**config.mk**
```make
export PLATFORM = sky130hd
export DESIGN_NAME = audio_i2s_rx_flat
export DESIGN_NICKNAME = d
export VERILOG_FILES = /design/src/rtl/audio_i2s_rx_if.sv /design/src/rtl/audio_i2s_rx.sv /design/src/flat_wrapper.sv
export SDC_FILE = /design/constraint.sdc
export NUM_CORES = 1
export LEC_CHECK = 0
export BUFFER_PORTS_ARGS = -buffer_cell sky130_fd_sc_hd__buf_4
export CAP_MARGIN = 20
export CORE_UTILIZATION = 54
export DETAILED_ROUTE_END_ITERATION = 7
export PLACE_DENSITY = 0.8
export SLEW_MARGIN = 30
export SYNTH_ARGS = -nofsm -noshare
export SYNTH_HDL_FRONTEND = slang
export SYNTH_SLANG_ARGS = --single-unit
export TNS_END_PERCENT = 20
```
**constraint.sdc**
```tcl
create_clock -name aud_bclk -period 3.3 [get_ports aud_bclk]
set_input_delay 0.33 -clock aud_bclk [delete_from_list [all_inputs] [get_ports aud_bclk]]
set_output_delay 0.33 -clock aud_bclk [all_outputs]
set_load 0.01 [all_outputs]
```
**src/rtl/audio_i2s_rx_if.sv**
```systemverilog
// Signal bundle between the WM8978 ADC serial pins / recording control and the I2S receiver.
// slave is the receiver side; master is whatever drives the codec pins and consumes frames.
interface audio_i2s_rx_if #(
    parameter int WL    = 32,
    parameter int CNT_W = 24
);
    logic              aud_lrc;
    logic              aud_adcdat;
    logic              rx_en;
    logic              err_clr;
    logic [2*WL-1:0]   adc_data;
    logic              rx_done;
    logic              slot_err;
    logic [CNT_W-1:0]  frame_cnt;

    modport master (
        output aud_lrc, aud_adcdat, rx_en, err_clr,
        input  adc_data, rx_done, slot_err, frame_cnt
    );

    modport slave (
        input  aud_lrc, aud_adcdat, rx_en, err_clr,
        output adc_data, rx_done, slot_err, frame_cnt
    );
endinterface

```
**src/rtl/audio_i2s_rx.sv**
```systemverilog
// Stereo I2S receiver clocked by the codec bit clock: deserialises left/right slots,
// pairs them into frames with a one-cycle rx_done strobe, flags short slots, counts frames.
module audio_i2s_rx #(
    parameter int WL    = 32,
    parameter int CNT_W = 24
) (
    input  logic          aud_bclk,
    input  logic          rst_n,
    audio_i2s_rx_if.slave bus
);
    localparam int BW = $clog2(WL + 1);
    localparam logic [BW-1:0]    WL_CNT    = WL[BW-1:0];
    localparam logic [BW-1:0]    CNT_ONE   = {{(BW-1){1'b0}}, 1'b1};
    localparam logic [CNT_W-1:0] FRAME_ONE = {{(CNT_W-1){1'b0}}, 1'b1};

    typedef enum logic [1:0] {IDLE, LEFT, RIGHT} state_t;

    state_t            state_reg, state_next;
    logic              lrc_d_reg;
    logic              ch_reg;
    logic              slot_act_reg;
    logic [BW-1:0]     bit_cnt_reg;
    logic [WL-1:0]     shift_reg;
    logic [WL-1:0]     left_hold_reg;
    logic [WL-1:0]     right_hold_reg;
    logic              left_ok_reg, left_ok_next;
    logic              frame_pend_reg, frame_pend_next;
    logic              left_cap;
    logic [2*WL-1:0]   adc_data_reg;
    logic              rx_done_reg;
    logic              slot_err_reg;
    logic [CNT_W-1:0]  frame_cnt_reg;

    logic              lrc_edge;
    logic              left_start;
    logic              shifting;
    logic              full_done;
    logic              short_done;
    logic              word_done;
    logic [WL-1:0]     word;

    // slot_act keeps bits arriving before the first slot boundary after reset out of the shifter
    always_comb begin
        lrc_edge   = bus.aud_lrc ^ lrc_d_reg;
        left_start = lrc_edge & ~bus.aud_lrc;
        shifting   = slot_act_reg & ~lrc_edge & (bit_cnt_reg < WL_CNT);
        full_done  = shifting & (bit_cnt_reg == WL_CNT - CNT_ONE);
        short_done = slot_act_reg & lrc_edge & (bit_cnt_reg != '0) & (bit_cnt_reg < WL_CNT);
        word_done  = full_done | short_done;
        if (full_done) begin
            word = {shift_reg[WL-2:0], bus.aud_adcdat};
        end else begin
            // short slot: received bits sit in the LSBs, move them to the top, zero-fill below
            word = shift_reg << (WL_CNT - bit_cnt_reg);
        end
    end

    always_ff @(posedge aud_bclk or negedge rst_n) begin
        if (!rst_n) begin
            lrc_d_reg    <= 1'b0;
            ch_reg       <= 1'b0;
            slot_act_reg <= 1'b0;
            bit_cnt_reg  <= '0;
            shift_reg    <= '0;
        end else begin
            lrc_d_reg <= bus.aud_lrc;
            if (lrc_edge) begin
                slot_act_reg <= 1'b1;
                ch_reg       <= bus.aud_lrc;
                bit_cnt_reg  <= '0;
            end else if (shifting) begin
                shift_reg   <= {shift_reg[WL-2:0], bus.aud_adcdat};
                bit_cnt_reg <= bit_cnt_reg + CNT_ONE;
            end
        end
    end

    // Completion is acted on in the same edge it happens, so a short right slot ending on a
    // left-slot boundary still produces its frame instead of being dropped by the restart.
    always_comb begin
        state_next      = state_reg;
        left_ok_next    = left_ok_reg;
        frame_pend_next = 1'b0;
        left_cap        = 1'b0;
        case (state_reg)
            IDLE: begin
                if (left_start) begin
                    state_next = LEFT;
                end
            end
            LEFT: begin
                if (word_done && !ch_reg) begin
                    left_cap     = 1'b1;
                    left_ok_next = 1'b1;
                    state_next   = RIGHT;
                end
            end
            RIGHT: begin
                if (word_done && ch_reg) begin
                    frame_pend_next = left_ok_reg;
                    left_ok_next    = 1'b0;
                    state_next      = LEFT;
                end else if (left_start) begin
                    left_ok_next = 1'b0;
                    state_next   = LEFT;
                end
            end
            default: begin
                state_next = IDLE;
            end
        endcase
        if (!bus.rx_en) begin
            state_next      = IDLE;
            left_ok_next    = 1'b0;
            frame_pend_next = 1'b0;
            left_cap        = 1'b0;
        end
    end

    always_ff @(posedge aud_bclk or negedge rst_n) begin
        if (!rst_n) begin
            state_reg      <= IDLE;
            left_ok_reg    <= 1'b0;
            frame_pend_reg <= 1'b0;
            left_hold_reg  <= '0;
            right_hold_reg <= '0;
            adc_data_reg   <= '0;
            rx_done_reg    <= 1'b0;
            frame_cnt_reg  <= '0;
            slot_err_reg   <= 1'b0;
        end else begin
            state_reg      <= state_next;
            left_ok_reg    <= left_ok_next;
            frame_pend_reg <= frame_pend_next;
            if (left_cap) begin
                left_hold_reg <= word;
            end
            if (frame_pend_next) begin
                right_hold_reg <= word;
            end
            // the strobe edge re-checks rx_en so a disable landing on it suppresses the frame
            rx_done_reg <= frame_pend_reg & bus.rx_en;
            if (frame_pend_reg && bus.rx_en) begin
                adc_data_reg <= {left_hold_reg, right_hold_reg};
                if (frame_cnt_reg != '1) begin
                    frame_cnt_reg <= frame_cnt_reg + FRAME_ONE;
                end
            end
            if (short_done) begin
                slot_err_reg <= 1'b1;
            end else if (bus.err_clr) begin
                slot_err_reg <= 1'b0;
            end
        end
    end

    assign bus.adc_data  = adc_data_reg;
    assign bus.rx_done   = rx_done_reg;
    assign bus.slot_err  = slot_err_reg;
    assign bus.frame_cnt = frame_cnt_reg;
endmodule
```
**src/flat_wrapper.sv**
```systemverilog
// flat-port wrapper written by rule: the top's interface ports become plain ports
module audio_i2s_rx_flat 
#(
    parameter int WL    = 32,
    parameter int CNT_W = 24
)
  (aud_bclk, rst_n, bus_aud_lrc, bus_aud_adcdat, bus_rx_en, bus_err_clr, bus_adc_data, bus_rx_done, bus_slot_err, bus_frame_cnt);
  audio_i2s_rx_if #(.WL(WL), .CNT_W(CNT_W)) bus_i ();
  input  logic aud_bclk;
  input  logic rst_n;
  input wire logic [$bits(bus_i.aud_lrc)-1:0] bus_aud_lrc;
  input wire logic [$bits(bus_i.aud_adcdat)-1:0] bus_aud_adcdat;
  input wire logic [$bits(bus_i.rx_en)-1:0] bus_rx_en;
  input wire logic [$bits(bus_i.err_clr)-1:0] bus_err_clr;
  output wire logic [$bits(bus_i.adc_data)-1:0] bus_adc_data;
  output wire logic [$bits(bus_i.rx_done)-1:0] bus_rx_done;
  output wire logic [$bits(bus_i.slot_err)-1:0] bus_slot_err;
  output wire logic [$bits(bus_i.frame_cnt)-1:0] bus_frame_cnt;
  assign bus_i.aud_lrc = bus_aud_lrc;
  assign bus_i.aud_adcdat = bus_aud_adcdat;
  assign bus_i.rx_en = bus_rx_en;
  assign bus_i.err_clr = bus_err_clr;
  assign bus_adc_data = bus_i.adc_data;
  assign bus_rx_done = bus_i.rx_done;
  assign bus_slot_err = bus_i.slot_err;
  assign bus_frame_cnt = bus_i.frame_cnt;
  audio_i2s_rx #(.WL(WL), .CNT_W(CNT_W)) u_core (.aud_bclk(aud_bclk), .rst_n(rst_n), .bus(bus_i));
endmodule
```
Word-level counts from Yosys, hierarchy flattened
Index checks and enable logic that the tools add are counted.

word-level totals
  register bits = 199
  bits of input ports = 6
  output and inout bits = 90
  word-level logic and storage cells = 70

cells by class
  add/sub/neg operators = 3
  order comparisons = 1
  eq/ne operators = 7
  shifts and indexed selects = 1
  muxes and demuxes = 21
  bitwise gates (word level) = 12
  reductions and logical operators = 11

operator list
  cell                                                             count
  32-bit two-way mux                                               1
  32-bit by 6-bit left shift with 32-bit output                    1
  24-bit by 1-bit adder with 24-bit output, second input constant  1
  24-bit != test, second input constant                            1
  1-bit two-way mux                                                12
  6-bit two-way mux                                                2
  1-bit bitwise AND                                                8
  2-bit two-way mux                                                4
  6-bit by 1-bit adder with 6-bit output, second input constant    1
  6-bit by 5-bit == test with 1-bit output, second input constant  1
  6-bit less-than comparator, second input constant                1
  2-bit one-hot mux with 3 select lines                            1
  6-bit nonzero test                                               1
  6-bit subtractor, first input constant                           1
  4-bit by 2-bit != test with 1-bit output, second input constant  1
  2-bit AND reduction                                              2
  2-bit nonzero test                                               2
  1-bit logical AND                                                3
  3-bit by 1-bit != test with 1-bit output, second input constant  1
  3-bit by 2-bit != test with 1-bit output, second input constant  1
  3-bit AND reduction                                              1
  2-bit by 1-bit == test with 1-bit output, second input constant  1
  2-bit == test, second input constant                             1
  2-bit zero test                                                  1
  5 further kinds                                                  6

Depth between registers and ports, before layout
Gate-level depths: netlist of run 1.

  depth after elaboration = 10
  mapped depth = 13
  depth with buffers taken out = 8

Worst setup path after synthesis of run 1
No wires, ideal clock.

  path kind = register to register
  start = register u_core.bit_cnt_reg[0]
  end = register u_core.left_hold_reg[19]
  setup time = 125 ps
  arrival = 2934 ps
  data required time = 3175 ps
  path slack = 241 ps
  cell stages (with the launch flop) = 13
  path buffers = 5
  period minus slack after synthesis = 3059 ps
  cells stage by stage = dfrtp_1 -> buf_2 -> inv_1 -> buf_2 -> ha_1 -> buf_2 -> buf_2 -> buf_2 -> mux4_2 -> mux2i_1 -> mux2i_1 -> a221o_1 -> mux2_4

between the ends
  longest elaborated chain between the ends = 8
  elaborated cells between the ends (all ways) = 15
  classes of those cells = 1 x add/sub; 1 x order compare; 1 x eq/ne; 1 x shift; 4 x mux; 5 x bitwise; 2 x reduce/logical

RTL lines
  what                                                                      line                 RTL
  start: declaration                                                        audio_i2s_rx.sv:22   logic [BW-1:0] bit_cnt_reg;
  start signal: assignment                                                  audio_i2s_rx.sv:73   bit_cnt_reg <= bit_cnt_reg + CNT_ONE;
  parallel branches: the longest is 8 deep, another holds 6-bit subtractor  -
  end signal: assignment                                                    audio_i2s_rx.sv:136  left_hold_reg <= word;
  end: declaration                                                          audio_i2s_rx.sv:24   logic [WL-1:0] left_hold_reg;

Parallel ways; which one is timed is not known.
A chain may end at the register's enable or synchronous reset.

Final worst setup path of run 1
  start = register u_core.bit_cnt_reg[1]
  end = register u_core.left_hold_reg[12]

The elaborated chain is that of the path after synthesis.

==> results of run 1 <==
-- layer usage --
| layer | up-vias | wire length, µm |
|---|---|---|
| met4 | 0 | 619 |
| met2 | 256 | 10800 |
| met5 | - | 0 |
| li1 | 3132 | - |
| met1 | 3516 | 10500 |
| met3 | 48 | 1460 |
-- how the worst max path moves through the flow --
stage | start | to | slack, ns | cells past startpoint
after detailed placement | u_core.bit_cnt_reg[1]$_DFFE_PN0P_ | u_core.left_hold_reg[17]$_DFFE_PN0P_ | 0.29 | 9
after global placement | u_core.bit_cnt_reg[1]$_DFFE_PN0P_ | u_core.left_hold_reg[12]$_DFFE_PN0P_ | 0.27 | 9
after floorplan | u_core.bit_cnt_reg[0]$_DFFE_PN0P_ | u_core.left_hold_reg[19]$_DFFE_PN0P_ | 0.24 | 12
final | u_core.bit_cnt_reg[1]$_DFFE_PN0P_ | u_core.left_hold_reg[12]$_DFFE_PN0P_ | 0.23 | 9
after global routing | u_core.bit_cnt_reg[1]$_DFFE_PN0P_ | u_core.left_hold_reg[17]$_DFFE_PN0P_ | 0.08 | 9
after CTS | u_core.bit_cnt_reg[1]$_DFFE_PN0P_ | u_core.left_hold_reg[12]$_DFFE_PN0P_ | 0.28 | 9
-- cells in the final DEF (no fill, tap or decap), drive strengths merged, types with 3 or more instances in the layout --
cell type  synthesis  final
clkbuf            12     21
a31oi              7      7
and3               8      8
a32oi              5      5
mux2i             32     32
clkinv             0      6
nor3               8      8
ha                 4      4
nand3             22     22
o22ai              4      4
and2               3      3
a21oi             18     18
a22oi             11     11
nor2              53     53
nand2b             5      5
dfrtp            199    199
o21ai             25     25
mux2             147    147
a32o               4      4
xnor2             18     18
and4               4      4
buf               38    124
inv               12     13
nor4               4      4
or4                3      3
o211ai             7      7
xor2              10     10
o21a               3      3
mux4              27     27
nand2             72     72
nand4             12     12
nor2b              7      7
-- what timing repair did --
action | CTS | global route
hold endpoints to repair | 22 | 0
setup buffers | 0 | 0
setup endpoints to repair | 0 | 0
hold buffers | 1 | 0
-- cells by family after synthesis --
| group | share of synthesized area (%) |
|---|---|
| AOI/OAI and AO/OA | 6.90 |
| DFF | 50.3 |
| buffers and inverters | 3.02 |
| and+or+nand+nor | 10.0 |
| muxes | 26.4 |
| adders and majority gates | 0.506 |
| xor gates and xnor gates | 2.82 |
-- stage by stage --
step                      hold slack [ns]  util, %  instances
after floorplan                    0.0344        -        807
after global placement              0.433     60.8       1111
after detailed placement            0.437     60.8       1111
after CTS                         0.00983     63.9       1142
after global routing              0.00879     63.9       1142
final                              0.0190     63.9       1142
-- layout make-up --
class / instances / area [µm²]
fillers: 1365 / 6480
well taps: 229 / 287
clock buffers: 20 / 447
clock inverters: 10 / 103
repair buffers: 126 / 992
multi-input cells: 546 / 4630
flip-flops and latches: 199 / 4980
inverters: 12 / 45.0
-- power groups by stage --
stage | clock [W] | combinational, W | sequential [W]
2_1_floorplan | 0 | 0.00183 | 0.00300
3_3_place_gp | 0 | 0.00244 | 0.00318
3_5_place_dp | 0 | 0.00244 | 0.00319
4_1_cts | 0.00200 | 0.00245 | 0.00315
5_1_grt | 0.00210 | 0.00268 | 0.00321
6_report | 0.00198 | 0.00250 | 0.00317
-- worst max-delay path: stages (launching register included) --
cell and delay [ns]:
dfrtp_1 0.53, inv_1 0.10, ha_1 0.27, buf_4 0.20, xnor2_2 0.52, nor3_1 0.15, or3_1 0.46, o21ai_0 0.27
o21ai_0 0.14, mux2_2 0.29
==> results_dict.tcl, run 1 <==
set metrics [dict create \
    boundaryPins 96 \
    nets 912 \
    critPathArrivalTime_ns 3.39 \
    reg2reg_to "u_core.left_hold_reg[12]$_DFFE_PN0P_" \
    numPortBuffers 95 \
    initial_utilization_pct 55.1 \
    comb_power_share_pct 32.7 \
    async_flop_share_pct 100 \
    cts.sinks 199 \
    ys_warn_count 0 \
    via_per_inst 6.09 \
    synth.top_cells.by_area "dfrtp_1 50%, mux2_2 16%, mux4_2 6.1%, mux2i_1 3.2%, nand2_1 2.7%" \
    grt_util_met2_pct 38.5 \
    first_global_vias 6537 \
    ys_seq_area_share_pct 50.3 \
    cts_resized 0 \
    worst_ep_required_time_ns 3.62 \
    switching_power_w 0.00272 \
    netlist_area_um2 9890 \
    synth_most_common_cell "dfrtp_1" \
    max_freq_mhz 326 \
    total_power_w 0.00765 \
    dpl-instance-area_um2 10900 \
    min_period_over_period_pct 93.0 \
    fin_crit_ns 3.07 \
    cts_tree "yes" \
    switching_share_pct 35.6 \
    die_x_um 137 \
    antenna_found_initial 0 \
    ir_worst_vdd_mv 0.367 \
    grt_pass1_wl_um 36400 \
    num_vias 6952 \
    dieHeight_um 137 \
    insertion_delay_ns 0.44 \
    cts.clk_slew.worst_paths_ns 0.07 \
    fin_area_um2 11500 \
    rsz0062_at_grt "false" \
    crit_type "register to register" \
    place_ws_ns 0.289 \
    htree_num_levels 4 \
    r2r-start "u_core.bit_cnt_reg[1]$_DFFE_PN0P_" \
    outcome "finished clean" \
    rrSetupSlack_ns 0.23 \
    worst_slew_pin_slew_ns 0.899 \
    synth_seq_cells 199 \
    fp-row-count 49 \
    p_leak_nw 5.50 \
    worstHoldPathType "primary input to register" \
    intPower_w 0.00493 \
    largest_reg_flops 64 \
    hpwl_um 16600 \
    clock_skew_ns 0.0104 \
    end_kind "register" \
    cts_buffer_depth 2 \
    hold_end "u_core.lrc_d_reg$_DFF_PN0_" \
    ys_types 62 \
    gp_congestion 0.948 \
    r2r_cells 9 \
    die-area_um2 18900 \
    synth_area_leader_cell "dfrtp_1" \
    met1_usage_pct 37.3 \
    cap_viol_max_count 0 \
    remaining_drc_errors 0 \
    final_hold_viol_count 0 \
    diodes 0 \
    grt_max_degree 94 \
    seqPwrFrac_pct 41.4 \
    post_drt_wl_per_cell_um 20.4 \
    netlist.area_leader.share_pct 50.3 \
    tns_ns 0 \
    start_kind "register" \
    grt_overflow 0 \
    power_frac_clock_pct 25.9 \
    cts_buffers 17 \
    synth_edf_count 0 \
    worstPathMaxFanout 11 \
    areaGrowthSynthToFinish_pct 16.1 \
    syn_nets 817 \
    drtIter0Drc 516 \
    netlist_instances 807 \
    drive_gt1_share_pct 37.3 \
    drv_slew 0 \
    postSynthAreaPerCell_um2 12.3 \
    yosys-top-cells-count "199 x dfrtp_1, 139 x mux2_2, 72 x nand2_1, 53 x nor2_1, 32 x mux2i_1" \
    power_density_nw_per_um2 666 \
    setup_ws_ns 0.232 \
    use_met3_pct 4.86 \
    hold_path.startpoint "bus_aud_lrc" \
    busiest_layer "met2" \
    synth_flop_cell "dfrtp_1" \
    routed_wl_um 23300 \
    hold-path-cell-count 1 \
    setup_viol 0 \
    grt_use_total_pct 25.8 \
    antenna_left 0 \
    root_buffer "clkbuf_16" \
    drtPass1Iterations 5 \
    relSlewSlack_pct 39.8 \
    coreArea_um2 18000 \
]
(Power assumes the default switching activity.)
==> inputs of run 2 (changes only) <==
==> constraint.sdc (replaced) <==
create_clock -name aud_bclk -period 3.3 [get_ports aud_bclk]
set_input_delay 0.165 -clock aud_bclk [delete_from_list [all_inputs] [get_ports aud_bclk]]
set_output_delay 0.165 -clock aud_bclk [all_outputs]
set_load 0.01 [all_outputs]
==> run 2 against run 1 <==
Sequential cell count unchanged. First-iteration DRC count increased by 7.2%. Routed wire length decreased by 0.76%. Sequential power about the same. Clock skew decreased by 0.0012 ns. Via count increased by 0.36%. The run now ends with design-rule violations left. Highest routed layer unchanged. Largest cell class unchanged. Register-to-register slack got worse by 0.08 ns. Die area unchanged. Non-clock buffer count increased by 3. Combinational power about the same. Worst setup slack got worse by 0.082 ns.
==> results_dict.tcl, run 2 (synthesis results as in run 1) <==
set metrics [dict create \
    switching_power_w 0.00273 \
    largest_reg_flops 64 \
    hpwl_um 16400 \
    worst_slew_pin_slew_ns 0.925 \
    violations "design-rule violations" \
    die_x_um 137 \
    start_kind "register" \
    diodes 0 \
    rsz0062_at_grt "false" \
    nets 915 \
    post_drt_wl_per_cell_um 20.2 \
    crit_family "simple AND/OR/NAND/NOR gates" \
    ir_worst_vdd_mv 0.406 \
    power_density_nw_per_um2 678 \
    insertion_delay_ns 0.43 \
    cts_setup_buffers 0 \
    first_global_vias 6604 \
    fp-row-count 49 \
    cts_tree "yes" \
    busiest_layer "met2" \
    drtPass1Iterations 8 \
    placed_cells 1110 \
    relSlewSlack_pct 38.1 \
    critPathArrivalTime_ns 3.47 \
    routed_wl_um 23200 \
    initial_utilization_pct 55.1 \
    fin_util_pct 64.7 \
    max_freq_mhz 317 \
    via_per_inst 6.09 \
    worst_ep_required_time_ns 3.62 \
    rrSetupSlack_ns 0.15 \
    intPower_w 0.00515 \
    met1_usage_pct 36.6 \
    cap_viol_max_count 0 \
    comb_power_share_pct 31.7 \
    tns_ns 0 \
    areaGrowthSynthToFinish_pct 17.4 \
    grt_max_degree 113 \
    grt_overflow 0 \
    cts.sinks 199 \
    dieHeight_um 137 \
    worstHoldPathType "primary input to register" \
    drive_gt1_share_pct 37.4 \
    antenna_left 0 \
    setup_viol 0 \
    cts.clk_slew.worst_paths_ns 0.07 \
    die-area_um2 18900 \
    boundaryPins 96 \
    crit_cells 9 \
    clock_skew_ns 0.00928 \
    outcome "complete, but fails checks" \
    min_period_over_period_pct 95.5 \
    remaining_drc_errors 1 \
    slowest_stage "dfrtp_1" \
    r2r-start "u_core.bit_cnt_reg[1]$_DFFE_PN0P_" \
    switching_share_pct 34.7 \
    cts_buffers 17 \
    num_vias 6977 \
    r2r_cells 9 \
    coreArea_um2 18000 \
    cp_cell_sequence "inv_1 > ha_1 > buf_4 > xnor2_2 > nor3_1 > or3_1 > o21ai_0 > o21ai_0 > mux2_2" \
    hold_path.startpoint "bus_err_clr" \
    total_power_w 0.00788 \
    p_leak_nw 5.57 \
    numPortBuffers 95 \
    grt_util_met2_pct 39.0 \
    worst_path_largest_cell_delay_ns 0.55 \
    final_cell_mix "198 x dfrtp_1, 139 x mux2_2, 120 x buf_4" \
    grt_pass1_wl_um 36500 \
    use_met3_pct 4.93 \
    worstPathMaxFanout 11 \
    final_cells 1146 \
    hold_end "u_core.bus.slot_err$_DFFE_PN0P_" \
    power_frac_clock_pct 28.0 \
    drtIter0Drc 553 \
    fin_crit_ns 3.15 \
    crit_top_cell "o21ai_0" \
    drv_slew 0 \
    root_buffer "clkbuf_16" \
    final_hold_viol_count 0 \
    cts_buffer_depth 2 \
    htree_num_levels 4 \
    antenna_found_initial 0 \
    reg2reg_to "u_core.left_hold_reg[12]$_DFFE_PN0P_" \
    hold-path-cell-count 3 \
    crit_type "register to register" \
    grt_use_total_pct 25.7 \
    mostFrequentLayoutCell "dfrtp_1" \
    end_kind "register" \
    crit_buf_inv 2 \
    gp_congestion 0.954 \
    seqPwrFrac_pct 40.3 \
]
==> run 2: cell types whose count changed in the layout (fill, tap and decap cells not counted), sizes merged <==
cell / change
clkbuf: +1
clkinvlp: -1
dlygate4sd3: +3
clkinv: -4
inv: +3
bufinv: +2
==> run 2: through the flow <==
stage / hold slack, ns / area, µm² / setup slack, ns
after global routing: 0.0236 / 11600 / 0.0381
after floorplan: -0.131 / 9890 / 0.241
after CTS: 0.000344 / 11600 / 0.179
final: 0.0135 / 11600 / 0.150
after global placement: 0.286 / 10900 / 0.237
after detailed placement: 0.292 / 10900 / 0.244
==> run 2: per-layer routing <==
metal  routed length [µm]  vias up
li1                     -     3143
met1                10400     3522
met2                10700      266
met3                 1390       46
met4                  693        0
met5                    0        -
==> run 2: power by group through the flow <==
stage / clock (W) / sequential (W) / combinational (W)
3_3_place_gp: 0 / 0.00318 / 0.00244
2_1_floorplan: 0 / 0.00300 / 0.00183
5_1_grt: 0.00234 / 0.00322 / 0.00268
6_report: 0.00221 / 0.00318 / 0.00249
4_1_cts: 0.00224 / 0.00315 / 0.00245
3_5_place_dp: 0 / 0.00320 / 0.00243
==> run 2: area by class of cell <==
class	instances	area [µm²]
multi-input cells	546	4630
repair buffers	129	1040
flip-flops and latches	199	4980
fillers	1329	6340
clock buffers	21	470
well taps	229	287
inverters	12	45.0
clock inverters	10	163
==> run 2: tightest hold or removal path, delay by kind of cell <==
family | cells | cell delay, ns
AOI/OAI and AO/OA | 1 | 0.10
buffers and inverters | 2 | 0.15
==> run 2: how the worst max path moves through the flow <==
stage,startpoint,end,slack [ns]
2_1_floorplan,u_core.bit_cnt_reg[0]$_DFFE_PN0P_,u_core.left_hold_reg[19]$_DFFE_PN0P_,0.24
3_3_place_gp,u_core.bit_cnt_reg[1]$_DFFE_PN0P_,u_core.left_hold_reg[12]$_DFFE_PN0P_,0.24
3_5_place_dp,u_core.bit_cnt_reg[1]$_DFFE_PN0P_,u_core.right_hold_reg[12]$_DFFE_PN0P_,0.24
4_1_cts,u_core.bit_cnt_reg[1]$_DFFE_PN0P_,u_core.left_hold_reg[12]$_DFFE_PN0P_,0.18
5_1_grt,u_core.bit_cnt_reg[1]$_DFFE_PN0P_,u_core.left_hold_reg[12]$_DFFE_PN0P_,0.04
6_report,u_core.bit_cnt_reg[1]$_DFFE_PN0P_,u_core.left_hold_reg[12]$_DFFE_PN0P_,0.15
==> run 2: repair_timing <==
item | in CTS | in global routing
gates resized for setup | 0 | 0
hold buffers | 4 | 0
hold endpoints to repair | 112 | 0
==> inputs of run 3 (changes only) <==
--- a/config.mk
+++ b/config.mk
@@ -7,9 +7,11 @@
 export LEC_CHECK = 0
 export BUFFER_PORTS_ARGS = -buffer_cell sky130_fd_sc_hd__buf_4
 export CAP_MARGIN = 20
-export CORE_UTILIZATION = 54
+export CORE_UTILIZATION = 55
+export CTS_BUF_LIST = sky130_fd_sc_hd__clkbuf_8
 export DETAILED_ROUTE_END_ITERATION = 7
-export PLACE_DENSITY = 0.8
+export MAX_ROUTING_LAYER = met4
+export PLACE_DENSITY = 0.81
 export SLEW_MARGIN = 30
 export SYNTH_ARGS = -nofsm -noshare
 export SYNTH_HDL_FRONTEND = slang
==> run 3 against run 2 <==
The flow now finishes without violations. Via count down 0.26%. Count of clock-buffer cells in the layout down 3. Cell area down 2.4%. Sequential power about the same. Power down 9.3%. Largest power group unchanged. Utilization up 0.45 points. Cell count down 0.52%. First-iteration DRC count down 10%. Maximum frequency up 4.6%.
==> results_dict.tcl, run 3 (synthesis results as in run 1) <==
set metrics [dict create \
    initial_utilization_pct 56.8 \
    mostFrequentLayoutCell "dfrtp_1" \
    routed_wl_um 22800 \
    cts_buffer_depth 2 \
    min_period_over_period_pct 91.3 \
    insertion_delay_ns 0.48 \
    antenna_found_initial 0 \
    areaGrowthSynthToFinish_pct 14.6 \
    boundaryPins 96 \
    crit_buf_inv 2 \
    regArea_um2 4980 \
    outcome "finished clean" \
    antenna_left 0 \
    cts.sinks 199 \
    tns_ns 0 \
    drtPass1Iterations 5 \
    largest_reg_flops 64 \
    num_vias 6959 \
    fp-row-count 48 \
    dieHeight_um 136 \
    drtIter0Drc 496 \
    hpwl_um 16400 \
    cts.clk_slew.worst_paths_ns 0.10 \
    remaining_drc_errors 0 \
    worstPathMaxFanout 42 \
    start_kind "register" \
    die-area_um2 18500 \
    post_drt_wl_per_cell_um 20.0 \
    grt_max_degree 90 \
    relSlewSlack_pct 48.0 \
    root_buffer "clkbuf_8" \
    fin_util_pct 65.1 \
    use_met3_pct 4.74 \
    worst_slew_pin_slew_ns 0.772 \
    rsz0062_at_grt "false" \
    final_hold_viol_count 0 \
    fin_crit_ns 3.01 \
    grt_use_total_pct 26.4 \
    setup_viol 0 \
    worst_ep_required_time_ns 3.66 \
    worstHoldPathType "primary input to asynchronous set/reset pin" \
    gp_congestion 0.999 \
    grt_pass1_wl_um 35900 \
    final_cell_mix "198 x dfrtp_1, 139 x mux2_2, 116 x buf_4" \
    cts_buffers 17 \
    p_leak_nw 5.44 \
    crit_top_cell "o21ai_0" \
    max_freq_mhz 332 \
    cp_cell_sequence "inv_1 > ha_1 > buf_12 > mux2i_1 > nor3_1 > or3_1 > o21ai_0 > o21ai_0 > mux2_2" \
    grt_overflow 0 \
    ir_worst_vdd_mv 0.360 \
    cap_viol_max_count 0 \
    n_fill_cell 1299 \
    drv_slew 0 \
    die_x_um 136 \
    crit_cells 9 \
    worst_path_largest_cell_delay_ns 0.51 \
    coreArea_um2 17400 \
    cts_tree "yes" \
    crit_type "register to register" \
    drive_gt1_share_pct 37.3 \
    critPathArrivalTime_ns 3.37 \
    cts_resized 0 \
    busiest_layer "met2" \
    met1_usage_pct 37.9 \
    r2r_cells 9 \
    nets 912 \
    via_per_inst 6.10 \
    first_global_vias 6593 \
    grt_util_met2_pct 38.3 \
    power_density_nw_per_um2 630 \
    crit_family "multiplexers" \
    end_kind "register" \
    numPortBuffers 95 \
    diodes 0 \
    slowest_stage "or3_1" \
    multi_input_area_um2 4630 \
    clock_skew_ns 0.0152 \
    htree_num_levels 4 \
]
## run 3: cell types whose count changed in the layout (fill, tap and decap cells not counted), sizes merged
cell         delta
dlygate4sd3     +1
bufinv          -2
clkinv          +5
buf             -4
clkbuf          -3
inv             +1
## run 3: layout make-up
type                            count  area share (%)
Clock buffer                       18            2.18
Clock inverter                     14            1.26
Inverter                           12           0.397
Multi-Input combinational cell    546            40.8
Sequential cell                   199            43.9
Tap cell                          225            2.48
Timing Repair Buffer              126            8.95
## run 3: final timing paths
path | startpoint | endpoint | slack, ns
worst min register to register | u_core.right_hold_reg[4]$_DFFE_PN0P_ | u_core.bus.adc_data[4]$_DFFE_PN0P_ | 0.49
min in group aud_bclk | bus_aud_lrc | u_core.lrc_d_reg$_DFF_PN0_ | 0.37
worst min-delay path | rst_n | u_core.state_reg[0]$_DFFE_PN0P_ | 0.31
max in group asynchronous | rst_n | u_core.left_hold_reg[3]$_DFFE_PN0P_ | 2.03
worst max-delay path | u_core.bit_cnt_reg[0]$_DFFE_PN0P_ | u_core.left_hold_reg[12]$_DFFE_PN0P_ | 0.29
worst max register to register | u_core.bit_cnt_reg[0]$_DFFE_PN0P_ | u_core.left_hold_reg[12]$_DFFE_PN0P_ | 0.29
## run 3: timing repair
| item | CTS | global route |
|---|---|---|
| hold buffers | 5 | 0 |
| endpoints found under the setup margin | 0 | 0 |
| buffers inserted | 0 | 0 |
| hold endpoints to repair | 91 | 0 |
## run 3: power breakdown
| group | total (W) | internal, W | switching [W] |
|---|---|---|---|
| sequential | 0.00316 | 0.00272 | 0.000448 |
| combinational | 0.00244 | 0.00113 | 0.00131 |
| clock | 0.00154 | 0.000640 | 0.000901 |
| total | 0.00715 | 0.00448 | 0.00266 |
## run 3: through the flow
stage / total power (W) / hold WS (ns) / cell area [µm²] / worst slack [ns] / instances
2_1_floorplan: 0.00482 / -0.131 / 9890 / 0.241 / 807
3_3_place_gp: 0.00557 / 0.272 / 10900 / 0.389 / 1103
3_5_place_dp: 0.00558 / 0.267 / 10900 / 0.411 / 1103
4_1_cts: 0.00711 / 0.319 / 11300 / 0.367 / 1140
5_1_grt: 0.00749 / 0.346 / 11300 / 0.155 / 1140
6_report: 0.00715 / 0.312 / 11300 / 0.288 / 1140
## run 3: layer usage
| layer | vias to the layer above | share of wire, % |
|---|---|---|
| met2 | 264 | 46 |
| met5 | - | 0 |
| li1 | 3131 | - |
| met4 | 0 | 2.0 |
| met3 | 36 | 6.1 |
| met1 | 3528 | 46 |
## run 3: worst register-to-register path, stage by stage, from the launching register on
cell	delay, ns
dfrtp_2	0.49
inv_1	0.09
ha_1	0.33
buf_12	0.25
mux2i_1	0.36
nor3_1	0.08
or3_1	0.51
o21ai_0	0.28
o21ai_0	0.19
mux2_2	0.32
